===== config.mk =====
export PLATFORM = sky130hd
export DESIGN_NAME = usb_stream_ctrl
export DESIGN_NICKNAME = d
export VERILOG_FILES = /design/src/rtl/usb_cmd_pkg.sv /design/src/rtl/usb_poll_timer.sv /design/src/rtl/usb_stream_ctrl.sv
export SDC_FILE = /design/constraint.sdc
export NUM_CORES = 1
export LEC_CHECK = 0
export ABC_CLOCK_PERIOD_IN_PS = 3200
export CORE_UTILIZATION = 35
export CTS_CLUSTER_DIAMETER = 30
export DETAILED_ROUTE_END_ITERATION = 16
export PLACE_DENSITY_LB_ADDON = 0.12
export SYNTH_ARGS = -nofsm -noshare
export SYNTH_HDL_FRONTEND = slang
export SYNTH_HIERARCHICAL = 1
export SYNTH_SLANG_ARGS = --single-unit

===== constraint.sdc =====
create_clock -name clkusb -period 3.2 [get_ports clkusb]
set_clock_uncertainty 0.15 [all_clocks]
set_input_delay 0.32 -clock clkusb [delete_from_list [all_inputs] [get_ports clkusb]]
set_output_delay 0.32 -clock clkusb [all_outputs]
set_load 0.02 [all_outputs]

===== src/rtl/usb_cmd_pkg.sv =====
// Shared definitions for the USB stream controller: host command opcodes,
// FSM state encoding and command-word field helpers.
// Command word layout: [31:24] opcode, [23:0] argument.
//   START  arg = frame target (0 = unlimited)
//   STOP   arg ignored
//   WRREG  [23:16] register address, [15:0] register data
package usb_cmd_pkg;

  localparam logic [7:0] OP_START = 8'h01;
  localparam logic [7:0] OP_STOP  = 8'h02;
  localparam logic [7:0] OP_WRREG = 8'h03;

  typedef enum logic [2:0] {
    ST_IDLE,
    ST_RD_REQ,
    ST_RD_WAIT,
    ST_DECODE,
    ST_STREAM,
    ST_DRAIN
  } state_t;

  function automatic logic [7:0] cmd_op(input logic [31:0] word);
    return word[31:24];
  endfunction

  function automatic logic [23:0] cmd_arg(input logic [31:0] word);
    return word[23:0];
  endfunction

  function automatic logic [7:0] cmd_addr(input logic [31:0] word);
    return word[23:16];
  endfunction

  function automatic logic [15:0] cmd_data(input logic [31:0] word);
    return word[15:0];
  endfunction

endpackage


===== src/rtl/usb_poll_timer.sv =====
// Poll interval timer for the streaming state.
// Counts 0..POLL_CYCLES-1 while enabled, wraps to 0 and flags expiry on the
// last count. A synchronous clear has priority over counting.
// Ports:
//   clk     in  clock
//   rst_n   in  asynchronous reset, active-low
//   clr     in  synchronous clear of the count
//   en      in  count enable
//   expire  out high in the cycle the count sits at POLL_CYCLES-1 and en=1
module usb_poll_timer #(
  parameter int POLL_CYCLES = 4096
) (
  input  logic clk,
  input  logic rst_n,
  input  logic clr,
  input  logic en,
  output logic expire
);

  localparam int TW = $clog2(POLL_CYCLES);
  localparam logic [TW-1:0] LAST = TW'(POLL_CYCLES - 1);

  logic [TW-1:0] cnt_q;

  assign expire = en && (cnt_q == LAST);

  // NOTE: sequential state is always written with <=, so every register in
  // the design samples the pre-edge values of the others.
  always_ff @(posedge clk or negedge rst_n) begin
    if (!rst_n) begin
      cnt_q <= '0;
    end else if (clr || expire) begin
      cnt_q <= '0;
    end else if (en) begin
      cnt_q <= cnt_q + 1'b1;
    end
  end

endmodule


===== src/rtl/usb_stream_ctrl.sv =====
// Sequencer for the shared FT-style USB FIFO port.
// Idle: polls the port for 32-bit host commands and decodes them.
// Streaming: holds the port in write mode, yields it every POLL_CYCLES to
// look for new host commands, and counts completed frames.
// Ports:
//   clkusb          in  USB-side clock (posedge)
//   rst_n           in  asynchronous reset, active-low
//   rxf             in  FIFO status, 1 = no host data
//   usb_busy        in  usb_int busy
//   usb_data_rd     in  assembled host word
//   frame_done      in  1-cycle pulse per completed frame
//   usb_wr_en       out 1 = port in write (stream) mode
//   usb_start_read  out read request to usb_int
//   stream_en       out gate for the ADC data path
//   cfg_wr          out 1-cycle register write strobe
//   cfg_addr        out register address (valid with cfg_wr)
//   cfg_data        out register data (valid with cfg_wr)
//   o_streaming     out stream session active
//   o_frame_cnt     out frames completed this session (saturating)
//   o_cmd_err       out 1-cycle pulse on an unknown opcode
module usb_stream_ctrl
  import usb_cmd_pkg::*;
#(
  parameter int POLL_CYCLES = 4096,
  parameter int RD_TIMEOUT  = 16,
  parameter int CNT_W       = 24
) (
  input  logic              clkusb,
  input  logic              rst_n,
  input  logic              rxf,
  input  logic              usb_busy,
  input  logic [31:0]       usb_data_rd,
  input  logic              frame_done,
  output logic              usb_wr_en,
  output logic              usb_start_read,
  output logic              stream_en,
  output logic              cfg_wr,
  output logic [7:0]        cfg_addr,
  output logic [15:0]       cfg_data,
  output logic              o_streaming,
  output logic [CNT_W-1:0]  o_frame_cnt,
  output logic              o_cmd_err
);

  localparam int RTW = $clog2(RD_TIMEOUT + 1);
  localparam logic [RTW-1:0] RD_LAST = RTW'(RD_TIMEOUT - 1);

  state_t           state_q, state_nx;
  logic [31:0]      cmd_q;
  logic [RTW-1:0]   rd_cnt_q;
  logic [CNT_W-1:0] target_q;
  logic             poll_expire;
  logic             target_hit;
  logic             rd_timeout;
  state_t           ret_state;

  // Where a finished read/decode goes back to depends on the session flag.
  assign ret_state  = o_streaming ? ST_STREAM : ST_IDLE;
  assign target_hit = (target_q != '0) && (o_frame_cnt >= target_q);
  assign rd_timeout = (rd_cnt_q == RD_LAST);

  usb_poll_timer #(.POLL_CYCLES(POLL_CYCLES)) u_poll_timer (
    .clk    (clkusb),
    .rst_n  (rst_n),
    .clr    (state_q != ST_STREAM),
    .en     (state_q == ST_STREAM),
    .expire (poll_expire)
  );

  always_ff @(posedge clkusb or negedge rst_n) begin
    if (!rst_n) state_q <= ST_IDLE;
    else        state_q <= state_nx;
  end

  // NOTE: state_nx gets its default before the case so no path leaves it
  // unassigned; that is what keeps this block free of inferred latches.
  always_comb begin
    state_nx = state_q;
    case (state_q)
      ST_IDLE:    if (!rxf && !usb_busy) state_nx = ST_RD_REQ;
      ST_RD_REQ: begin
        if (usb_busy)        state_nx = ST_RD_WAIT;
        else if (rd_timeout) state_nx = ret_state;
      end
      ST_RD_WAIT: if (!usb_busy) state_nx = ST_DECODE;
      ST_DECODE: begin
        case (cmd_op(cmd_q))
          OP_START: state_nx = ST_STREAM;
          OP_STOP:  state_nx = ST_IDLE;
          default:  state_nx = ret_state;
        endcase
      end
      ST_STREAM: begin
        // Target completion outranks a coincident poll.
        if (target_hit)               state_nx = ST_DRAIN;
        else if (poll_expire && !rxf) state_nx = ST_DRAIN;
      end
      ST_DRAIN:   if (!usb_busy) state_nx = rxf ? ret_state : ST_RD_REQ;
      default:    state_nx = ST_IDLE;
    endcase
  end

  // Read-request timeout: counts cycles spent in RD_REQ without busy.
  always_ff @(posedge clkusb or negedge rst_n) begin
    if (!rst_n)                  rd_cnt_q <= '0;
    else if (state_q != ST_RD_REQ) rd_cnt_q <= '0;
    else                         rd_cnt_q <= rd_cnt_q + 1'b1;
  end

  // Port-direction outputs are registered from the next state, so they
  // change on the same edge the FSM moves and the two are never both 1.
  always_ff @(posedge clkusb or negedge rst_n) begin
    if (!rst_n) begin
      usb_wr_en      <= 1'b0;
      usb_start_read <= 1'b0;
      stream_en      <= 1'b0;
      cfg_wr         <= 1'b0;
      cfg_addr       <= '0;
      cfg_data       <= '0;
      o_streaming    <= 1'b0;
      o_frame_cnt    <= '0;
      o_cmd_err      <= 1'b0;
      cmd_q          <= '0;
      target_q       <= '0;
    end else begin
      usb_wr_en      <= (state_nx == ST_STREAM);
      usb_start_read <= (state_nx == ST_RD_REQ);
      cfg_wr         <= 1'b0;
      o_cmd_err      <= 1'b0;

      if (state_q == ST_RD_WAIT && !usb_busy) cmd_q <= usb_data_rd;

      // Frames are counted in any state while a session is open.
      if (o_streaming && frame_done && (o_frame_cnt != '1))
        o_frame_cnt <= o_frame_cnt + 1'b1;

      if (state_q == ST_DECODE) begin
        case (cmd_op(cmd_q))
          OP_START: begin
            o_frame_cnt <= '0;
            target_q    <= CNT_W'(cmd_arg(cmd_q));
            o_streaming <= 1'b1;
            stream_en   <= 1'b1;
          end
          OP_STOP: begin
            o_streaming <= 1'b0;
            stream_en   <= 1'b0;
          end
          OP_WRREG: begin
            cfg_wr   <= 1'b1;
            cfg_addr <= cmd_addr(cmd_q);
            cfg_data <= cmd_data(cmd_q);
          end
          default: o_cmd_err <= 1'b1;
        endcase
      end

      if (state_q == ST_STREAM && target_hit) begin
        o_streaming <= 1'b0;
        stream_en   <= 1'b0;
      end
    end
  end

endmodule

==> results.json <==
{
  "status": "complete, no violations",
  "postSynth.asyncResetShare": 1.00,
  "rsz0062_at_grt": "no",
  "syn_nets": 612,
  "grt_pass1_vias": 4403,
  "top_layer": "met4",
  "cp.required_ns": 3.39,
  "synthesis.area_mm2": 0.00615,
  "core_mm2": 0.0172,
  "root_buffer": "clkbuf_16",
  "htreeDepth": 4,
  "r2r_setup_slack_ns": 0.79,
  "relSlewSlack": 0.594,
  "dieArea_mm2": 0.0181,
  "wl_met2_mm": 6.53,
  "cpMaxStageDelayCell": "nor2b_4",
  "antenna_found_initial": 0,
  "synth-warning-count": 6,
  "start_util": 0.357,
  "intPower_mw": 3.69,
  "switching_share": 0.287,
  "worst_r2r_endpoint": "target_q[2]$_DFFE_PN0P_",
  "synth_cell_type_count": 44,
  "cp.arrival_ns": 2.61,
  "rr_startpoint": "state_q[0]$_DFF_PN0_",
  "vdd_drop_max_uv": 401,
  "finalHoldViolations": 0,
  "hold_ws_ns": 0.309,
  "cts_setup_buffers": 0,
  "final-setup-viol-count": 0,
  "routabilityCongestion": 0.806,
  "fin_setup_tns_ns": 0,
  "cts.reportedPaths.clkPinSlew_ns": 0.06,
  "p_sw_mw": 1.48,
  "viasPerCell": 4.87,
  "layoutNonFillerInstCount": 880,
  "place_inst": 847,
  "r2r_cells": 7,
  "std_cell_rows": 48,
  "synth_edf_count": 0,
  "cts_buffers": 17,
  "crit_fanout": 27,
  "synthCells": 547,
  "ys_ff_latch": 129,
  "clkPwrFrac": 0.384,
  "synthFlopType": "dfrtp_1",
  "cellPowerDensity_mw_per_mm2": 657,
  "period_share": 0.755,
  "worstHoldPathType": "input pin to async pin",
  "total_power_mw": 5.17,
  "hpwl_mm": 9.86,
  "clkSinkCount": 129,
  "avgSynthCellArea_um2": 11.2,
  "cts_tree": "done",
  "drv_slew": 0,
  "yosysSeqAreaShare": 0.525,
  "port_buffers": 90,
  "worst_slew_pin_slew_ns": 0.608,
  "cts_resized": 0,
  "final_common_cell": "dfrtp_1",
  "drt_wl_total_mm": 13.7,
  "fin_nets": 707,
  "cap_violations": 0,
  "grt_pass1_wl_mm": 23.2,
  "cts_hold_buffers": 1,
  "critical_path_class": "flop to flop",
  "grt_start_max_net_pins": 56,
  "postRouteAntennaNets": 0,
  "io_pins": 91,
  "worstSkewPairLatency_ns": 0.42,
  "syn2layout_area_growth_pct": 27.7,
  "leakagePower_nw": 3.56,
  "track_usage": 0.168,
  "startpoint_type": "flop",
  "drt-met1-wl_mm": 6.47,
  "wl_met3_um": 544,
  "post-route-min-period_ns": 2.41,
  "dr.pass1.iters": 4,
  "fp.dieH_um": 135,
  "p_seq_frac": 0.427,
  "final_layout_size_suffix_gt1_frac": 0.165,
  "initialDrtViolationCount": 138,
  "utilization": 0.456,
  "end_kind": "flop",
  "drt-wirelength-per-cell_um": 15.6,
  "clock_path_buffers": 2,
  "mostFrequentLayoutCells": "129 x dfrtp_1, 89 x clkdlybuf4s50_1, 53 x mux2_2",
  "p_comb_frac": 0.189,
  "path_cells": "inv_1 -> nor3_2 -> and3_2 -> nor2b_4 -> buf_4 -> nand2_1 -> o21ai_1",
  "drc_errors": 0,
  "max_freq_mhz": 414,
  "vias": 4282,
  "overflow": 0,
  "die_x_um": 135,
  "crit_path_max_incr_delay_ns": 0.47,
  "n_antenna_cell": 0
}
==> worst max-delay path by stage <==
stage / from / end / slack, ns
CTS: state_q[1]$_DFF_PN0_ / usb_start_read$_DFF_PN0_ / 0.76
global route: state_q[0]$_DFF_PN0_ / target_q[2]$_DFFE_PN0P_ / 0.54
global placement: state_q[2]$_DFF_PN0_ / usb_wr_en$_DFF_PN0_ / 0.84
finish: state_q[0]$_DFF_PN0_ / target_q[2]$_DFFE_PN0P_ / 0.79
detailed placement: state_q[2]$_DFF_PN0_ / usb_start_read$_DFF_PN0_ / 0.78
floorplan: state_q[2]$_DFF_PN0_ / usb_wr_en$_DFF_PN0_ / 1.0
==> power groups by stage <==
stage	clock network [mW]	logic, mW	registers, mW
2_1_floorplan	0	0.596	2.20
3_3_place_gp	0	0.965	2.23
3_5_place_dp	0	0.984	2.24
4_1_cts	2.04	0.995	2.21
5_1_grt	2.12	1.08	2.25
6_report	1.99	0.976	2.20
==> synth_stat cells (2+ instances only) <==
library cell,n,share of area
nand2_1,41,0.025
mux2_2,53,0.097
dfrtp_1,129,0.52
and4_1,8,0.011
o21ai_0,20,0.016
nor2b_1,5,0.0051
nor4_1,6,0.0061
ha_1,28,0.057
xnor2_1,8,0.011
mux2i_1,3,0.0049
buf_6,7,0.013
o21a_1,2,0.0024
nor3_1,4,0.0033
o31ai_1,2,0.0024
and3_2,3,0.0037
nand4_2,2,0.0041
nor2_1,49,0.030
nor3_2,4,0.0065
a21oi_1,15,0.012
mux2_1,4,0.0073
buf_4,6,0.0073
nand2b_1,5,0.0051
buf_2,7,0.0057
a32o_1,2,0.0033
xor2_1,27,0.038
and2_1,3,0.0031
nand4_1,15,0.015
inv_1,33,0.020
nand3_1,18,0.015
o21ai_1,11,0.0089
and3_1,14,0.014
==> per-layer routing <==
layer	vias to the layer above	track usage
met4	0	0.0581
met3	10	0.0480
met1	2117	0.222
li1	2088	-
met5	-	0
met2	67	0.265
==> final cells by class <==
cell class	instances	area, um^2
Tap cell	225	282
Multi-Input combinational cell	364	2650
Timing Repair Buffer	97	966
Inverter	33	124
Sequential cell	129	3230
Clock buffer	17	425
Fill cell	1591	9380
Clock inverter	15	181
==> state kept, by name (all words and copies together), names as in the netlist <==
name                flops
o_frame_cnt            24
cfg_wr                  1
usb_wr_en               1
cfg_addr                8
usb_start_read          1
o_cmd_err               1
cmd_q                  32
u_poll_timer/cnt_q     12
rd_cnt_q                5
state_q                 3
cfg_data               16
o_streaming             1
target_q               24
==> cell families (layout without fill, tap and decap cells) <==
family	count (synthesis)	after routing	share of synthesized area
AO/OA/AOI/OAI	59	59	0.0569
XOR/XNOR	35	35	0.0498
adder cells (fa/ha/maj)	28	28	0.0569
buffers and inverters	54	162	0.0466
flip-flops	129	129	0.525
multiplexers	60	60	0.109
AND/OR/NAND/NOR	182	182	0.156
==> worst max-delay path: cells and delay by family, from the launching register on <==
family	cells	cell delay [ns]
buffers and inverters	2	0.48
AO/OA/AOI/OAI	1	0.08
flip-flops	1	0.44
AND/OR/NAND/NOR	4	1.17
==> stage by stage <==
stage,setup WS [ns],area (um^2)
CTS,0.760,7860
global placement,0.843,7240
floorplan,0.998,6150
finish,0.785,7860
global route,0.542,7860
detailed placement,0.777,7240
Note: power is estimated with default switching activity, not from simulation.
